<file path="config.mk">
export PLATFORM = sky130hd
export DESIGN_NAME = qam_frame_ctrl
export DESIGN_NICKNAME = d
export VERILOG_FILES = /design/src/rtl/qam_frame_ctrl.sv
export SDC_FILE = /design/constraint.sdc
export NUM_CORES = 1
export LEC_CHECK = 0
export CAP_MARGIN = 20
export CORE_UTILIZATION = 55
export DETAILED_ROUTE_END_ITERATION = 12
export PLACE_DENSITY = 0.87
export SLEW_MARGIN = 15
export SYNTH_ARGS = -nofsm -noshare
export SYNTH_HDL_FRONTEND = slang
export SYNTH_SLANG_ARGS = --single-unit
</file>
<file path="constraint.sdc">
create_clock -name clk -period 2.15 [get_ports clk]
set_input_delay 0.43 -clock clk [delete_from_list [all_inputs] [get_ports clk]]
set_output_delay 0.43 -clock clk [all_outputs]
set_load 0.01 [all_outputs]
</file>
<file path="src/rtl/qam_frame_ctrl.sv">
// Frame sequencer for the 16-QAM chain: fixed F/0 preamble, paced payload from a
// one-entry hold register, then a silent guard, with an alignment pulse on symbol one.
module qam_frame_ctrl #(
  parameter int SYM_DIV   = 8,
  parameter int PRE_LEN   = 4,
  parameter int GUARD_LEN = 2,
  parameter int LEN_W     = 8
) (
  input  logic             clk,
  input  logic             rst,
  input  logic             start,
  input  logic [LEN_W-1:0] frame_len,
  input  logic [3:0]       data_in,
  input  logic             data_valid,
  output logic             data_ready,
  output logic [3:0]       sym_out,
  output logic             sym_stb,
  output logic             m_align,
  output logic             busy,
  output logic             underrun,
  output logic             done
);

  localparam int DIV_W  = $clog2(SYM_DIV);
  localparam int PG_MAX = (PRE_LEN > GUARD_LEN) ? PRE_LEN : GUARD_LEN;
  localparam int PG_W   = $clog2(PG_MAX + 1);
  localparam int CNT_W  = (PG_W > LEN_W) ? PG_W : LEN_W;

  localparam logic [DIV_W-1:0] DIV_LAST   = DIV_W'(SYM_DIV - 1);
  localparam logic [DIV_W-1:0] DIV_LOAD   = DIV_W'(SYM_DIV - 2);
  localparam logic [CNT_W-1:0] PRE_CNT    = CNT_W'(PRE_LEN);
  localparam logic [CNT_W-1:0] GUARD_LAST = CNT_W'(GUARD_LEN - 1);

  typedef enum logic [1:0] {
    IDLE  = 2'd0,
    PRE   = 2'd1,
    PAY   = 2'd2,
    GUARD = 2'd3
  } state_t;

  state_t state, state_d;

  logic [DIV_W-1:0] div_cnt, div_d;
  logic [CNT_W-1:0] sym_cnt, sym_cnt_d;
  logic [LEN_W-1:0] fetch_cnt, fetch_d;
  logic [LEN_W-1:0] len_q, len_d;
  logic [3:0]       hold_q, hold_d;
  logic             hold_full, hold_full_d;
  logic [3:0]       sym_out_d;
  logic             sym_stb_d, m_align_d, underrun_d, done_d;

  logic tick;
  logic sym_load;
  logic accept;

  // Outputs are registered, so the symbol is committed one cycle ahead of the
  // tick; the strobe then lands exactly in the tick cycle.
  assign tick     = (div_cnt == DIV_LAST);
  assign sym_load = (div_cnt == DIV_LOAD);

  assign busy       = (state != IDLE);
  assign data_ready = ((state == PRE) || (state == PAY)) && !hold_full && (fetch_cnt < len_q);
  assign accept     = data_valid && data_ready;

  always_ff @(posedge clk) begin
    if (rst) begin
      state <= IDLE;
    end else begin
      state <= state_d;
    end
  end

  always_comb begin
    state_d     = state;
    div_d       = div_cnt;
    sym_cnt_d   = sym_cnt;
    fetch_d     = fetch_cnt;
    len_d       = len_q;
    hold_d      = hold_q;
    hold_full_d = hold_full;
    sym_out_d   = sym_out;
    sym_stb_d   = 1'b0;
    m_align_d   = 1'b0;
    underrun_d  = 1'b0;
    done_d      = 1'b0;

    if (state != IDLE) begin
      div_d = tick ? '0 : div_cnt + 1'b1;
    end

    if (accept) begin
      hold_d      = data_in;
      hold_full_d = 1'b1;
      fetch_d     = fetch_cnt + 1'b1;
    end

    case (state)
      IDLE: begin
        if (start && (frame_len != '0)) begin
          state_d     = PRE;
          len_d       = frame_len;
          div_d       = '0;
          sym_cnt_d   = '0;
          fetch_d     = '0;
          hold_full_d = 1'b0;
        end
      end

      PRE: begin
        if (sym_load) begin
          sym_out_d = sym_cnt[0] ? 4'h0 : 4'hF;
          sym_stb_d = 1'b1;
          m_align_d = (sym_cnt == '0);
          sym_cnt_d = sym_cnt + 1'b1;
        end
        if (tick && (sym_cnt == PRE_CNT)) begin
          state_d   = PAY;
          sym_cnt_d = '0;
        end
      end

      PAY: begin
        // A missing symbol is replaced by zero and dropped, never sent late.
        if (sym_load) begin
          sym_stb_d = 1'b1;
          sym_cnt_d = sym_cnt + 1'b1;
          if (hold_full) begin
            sym_out_d   = hold_q;
            hold_full_d = 1'b0;
          end else begin
            sym_out_d  = 4'h0;
            underrun_d = 1'b1;
          end
        end
        if (tick && (sym_cnt == CNT_W'(len_q))) begin
          state_d   = GUARD;
          sym_cnt_d = '0;
          sym_out_d = 4'h0;
        end
      end

      GUARD: begin
        if (tick) begin
          sym_cnt_d = sym_cnt + 1'b1;
        end
        // Leave one cycle early so done coincides with the frame's final period edge.
        if (sym_load && (sym_cnt == GUARD_LAST)) begin
          state_d = IDLE;
          done_d  = 1'b1;
        end
      end

      default: begin
        state_d = IDLE;
      end
    endcase
  end

  always_ff @(posedge clk) begin
    if (rst) begin
      div_cnt   <= '0;
      sym_cnt   <= '0;
      fetch_cnt <= '0;
      len_q     <= '0;
      hold_q    <= 4'h0;
      hold_full <= 1'b0;
      sym_out   <= 4'h0;
      sym_stb   <= 1'b0;
      m_align   <= 1'b0;
      underrun  <= 1'b0;
      done      <= 1'b0;
    end else begin
      div_cnt   <= div_d;
      sym_cnt   <= sym_cnt_d;
      fetch_cnt <= fetch_d;
      len_q     <= len_d;
      hold_q    <= hold_d;
      hold_full <= hold_full_d;
      sym_out   <= sym_out_d;
      sym_stb   <= sym_stb_d;
      m_align   <= m_align_d;
      underrun  <= underrun_d;
      done      <= done_d;
    end
  end

endmodule

</file>
==> flow_summary.yaml <==
clocking:
  cts_tree: "done"
  cts-htree-levels: 2
  cts_buffers: 5
  holdBufCountCts: 0
  clk_pin_slew_ps: 80
  clkLatencyLatePin_ps: 300
  clk_path_buf_depth: 2
  cts.sinks: 42
  cts_root_buf: "clkbuf_8"
routing:
  initialDrtViolationCount: 153
  drc: 0
  vias_per_cell: 6.02
  wl_per_cell_um: 14.7
  dr.pass1.iters: 5
  vias: 2506
  ant_nets: 0
  routed_wl_um: 6130
yosys:
  syn_area_um2: 2490
  syn-num-nets: 347
  synth-adder-area-share_pct: 9.04
  synthSimpleGateAreaFrac_pct: 22.9
  ys_ff_latch: 42
  syn_area_per_cell_um2: 7.96
  synth_cell_types: 48
  synth-compound-area-share_pct: 21.1
  synth.area.mux_share_pct: 2.01
  synth_top_family_by_area: "simple AND/OR/NAND/NOR gates"
  synthXorXnorAreaFrac_pct: 5.27
  synth_cells: 313
  yosys_warnings: 0
  ys_seq_area_share_pct: 33.8
worst_setup_path:
  cpPeakStageDelay_ps: 510
  reg2reg_slack_ps: 90
  crit_slowest_cell: "or4_1"
  cp.arrival_ps: 2300
  path_cells: "ha_4 -> a21o_1 -> a21oi_2 -> buf_4 -> o211ai_1 -> a21o_1 -> or4_1 -> a21oi_1"
  critPathCaptureType: "flop"
  worst_setup_path_start_kind: "flop"
  crit_path_max_fanout: 5
  regToRegStartpoint: "fetch_cnt[5]"
  required_ps: 2390
  crit_type: "flop to flop"
  r2r-end: "fetch_cnt[7]"
  reg2reg_depth: 8
  crit_top_cell: "a21o_1"
sta:
  finalMaxSlewViolations: 0
  min_period_ps: 2060
  period_share_pct: 95.8
  tightest_slew_ps: 349
  grt_setup_unrepaired: "false"
  hold_viol_final: 0
  fmax_mhz: 485
  slew_headroom_pct: 76.8
  setup_violations: 0
  fin_skew_ps: 7.67
worst_hold_path:
  min-delay-start: "hold_q[3]"
  timing.hold.worst.class: "flop to flop"
  min_to: "sym_out[3]"
  holdPathStages: 2
final_layout:
  regArea_um2: 842
  areaGrowthSynthToFinish_pct: 25.4
  layout-drive-gt1-share_pct: 17.3
  num-nets-final: 398
  final_cell_mix: "dfxtp_1, buf_4, a21oi_1"
  antenna_cells: 0
  fin_area_um2: 3120
  fillCellCount: 332
  final_common_cell: "dfxtp_1"
  multiInputGateArea_um2: 1540
die:
  start_util_pct: 57.2
  io_pins: 26
  die_h_um: 69.3
  die_area_um2: 4800
  core_region_area_um2: 4350
  die_x_um: 69.3
  row_count: 24
pwr:
  combPwrFrac_pct: 50.6
  p_sw_w: 0.00116
  switching_share_pct: 39.3
  p_int_w: 0.00178
  p_leak_nw: 1.24
  peakVddDrop_mv: 0.554
  clock_power_share_pct: 16.9
  total_power_w: 0.00294
  p_per_area_nw_per_um2: 942
  seqPwrFrac_pct: 32.6
global_routing:
  grt_max_degree: 19
  grt_pass1_wl_um: 10200
  grt_pass1_vias: 2356
  antenna_found_initial: 0
  grt_usage_pct: 26.4
  grt_overflow: 0
placed_design:
  io_buffers: 25
  hpwl_um: 4510
  gp_congestion: 0.931
  place_area_um2: 3000
job:
  maxCapViolCount: 0
status:
  status: "complete, no violations"
==> routing by layer <==
metal	GRT usage, %	wire length [um]	vias to the layer above
met5	0	0	-
met4	12.9	227	0
met3	5.09	372	23
met2	44.2	2960	111
met1	32.2	2570	1151
li1	-	-	1221
==> synth_stat cells (all sizes together) <==
cell type / count / area share (%)
nor3b: 1 / 0.30
nand4: 4 / 1.0
and4: 2 / 0.70
a22o: 1 / 0.35
a21oi: 35 / 7.0
a22oi: 5 / 1.5
dfxtp: 42 / 34
nor2: 21 / 3.2
nor3: 11 / 2.4
a222oi: 1 / 0.40
or4: 6 / 2.0
o21a: 1 / 0.30
o22a: 1 / 0.35
o21ai: 13 / 2.6
nor4b: 1 / 0.35
a41oi: 1 / 0.35
o211ai: 2 / 0.80
inv: 16 / 2.4
o31a: 1 / 0.35
nand2: 33 / 5.1
xnor2: 13 / 4.6
clkbuf: 14 / 2.1
a31o: 2 / 0.70
and2b: 1 / 0.30
a211oi: 6 / 1.8
o22ai: 1 / 0.25
and3: 3 / 0.75
and2: 4 / 1.0
buf: 6 / 1.4
xor2: 2 / 0.70
mux2i: 5 / 2.0
o31ai: 6 / 2.4
and3b: 1 / 0.35
nand2b: 2 / 0.50
a21o: 2 / 0.60
a2bb2oi: 1 / 0.35
ha: 18 / 9.0
or3: 3 / 0.75
a31oi: 4 / 1.0
nand3: 21 / 4.2
==> power groups by stage <==
stage | clock network, W | logic (W) | registers [W]
after floorplan | 0 | 0.000850 | 0.000981
after global placement | 0 | 0.00139 | 0.000970
after detailed placement | 0 | 0.00143 | 0.000974
after CTS | 0.000501 | 0.00143 | 0.000956
after global routing | 0.000531 | 0.00163 | 0.000972
final | 0.000496 | 0.00149 | 0.000958
==> cell type report <==
cell class / instances / area share (%)
Tap cell: 52 / 2.08
Multi-Input combinational cell: 235 / 49.3
Clock buffer: 5 / 2.20
Timing Repair Buffer: 64 / 17.2
Clock inverter: 2 / 0.321
Sequential cell: 42 / 27.0
Inverter: 16 / 1.92
==> metrics by stage <==
stage | hold slack (ps) | cells | util, % | TNS (ps) | worst slack (ps)
floorplan | 444 | 313 | - | 0 | 167
global placement | 453 | 408 | 69.0 | -920 | -122
detailed placement | 462 | 408 | 69.0 | -1980 | -165
CTS | 473 | 415 | 70.9 | 0 | 11.1
global route | 490 | 416 | 71.7 | 0 | 1.07
finish | 472 | 416 | 71.7 | 0 | 89.6
==> kinds of logic (layout without fill, tap and decap cells) <==
logic type	Yosys count	after routing
buf+inv	36	87
simple gates	114	114
compound gates	83	83
fa+ha+maj	18	18
xor+xnor	15	15
flops	42	42
mux	5	5
==> how the worst max path moves through the flow <==
stage / slack (ps) / cells after the start / from / end
final: 90 / 8 / fetch_cnt[5] / fetch_cnt[7]
after global routing: 1 / 8 / fetch_cnt[5] / fetch_cnt[5]
after CTS: 10 / 9 / len_q[5] / fetch_cnt[7]
after detailed placement: -170 / 7 / frame_len[5] / state[1]
after global placement: -120 / 7 / frame_len[5] / state[1]
after floorplan: 170 / 9 / state[0] / sym_cnt[7]
==> repair_timing <==
item / in CTS / in global routing
buffers inserted: 0 / 1
setup endpoints to repair: 6 / 11
resized for setup: 6 / 8
pin swaps: 0 / 5
==> worst max-delay path, delay by kind of cell (launching register included) <==
family | cells | cell delay [ps]
flip-flops | 1 | 390
AND/OR/NAND/NOR | 1 | 510
adder cells (fa/ha/maj) | 1 | 220
AO/OA/AOI/OAI | 5 | 740
buffers and inverters | 1 | 120
==> state kept, by name, summed over array words and instances, names as in the netlist <==
name and count:
hold_full 1, sym_stb 1, fetch_cnt 8, sym_out 4, sym_cnt 8, div_cnt 3, len_q 8, state 2
done 1, m_align 1, hold_q 4, underrun 1
Power figures use the tool's default switching activity.
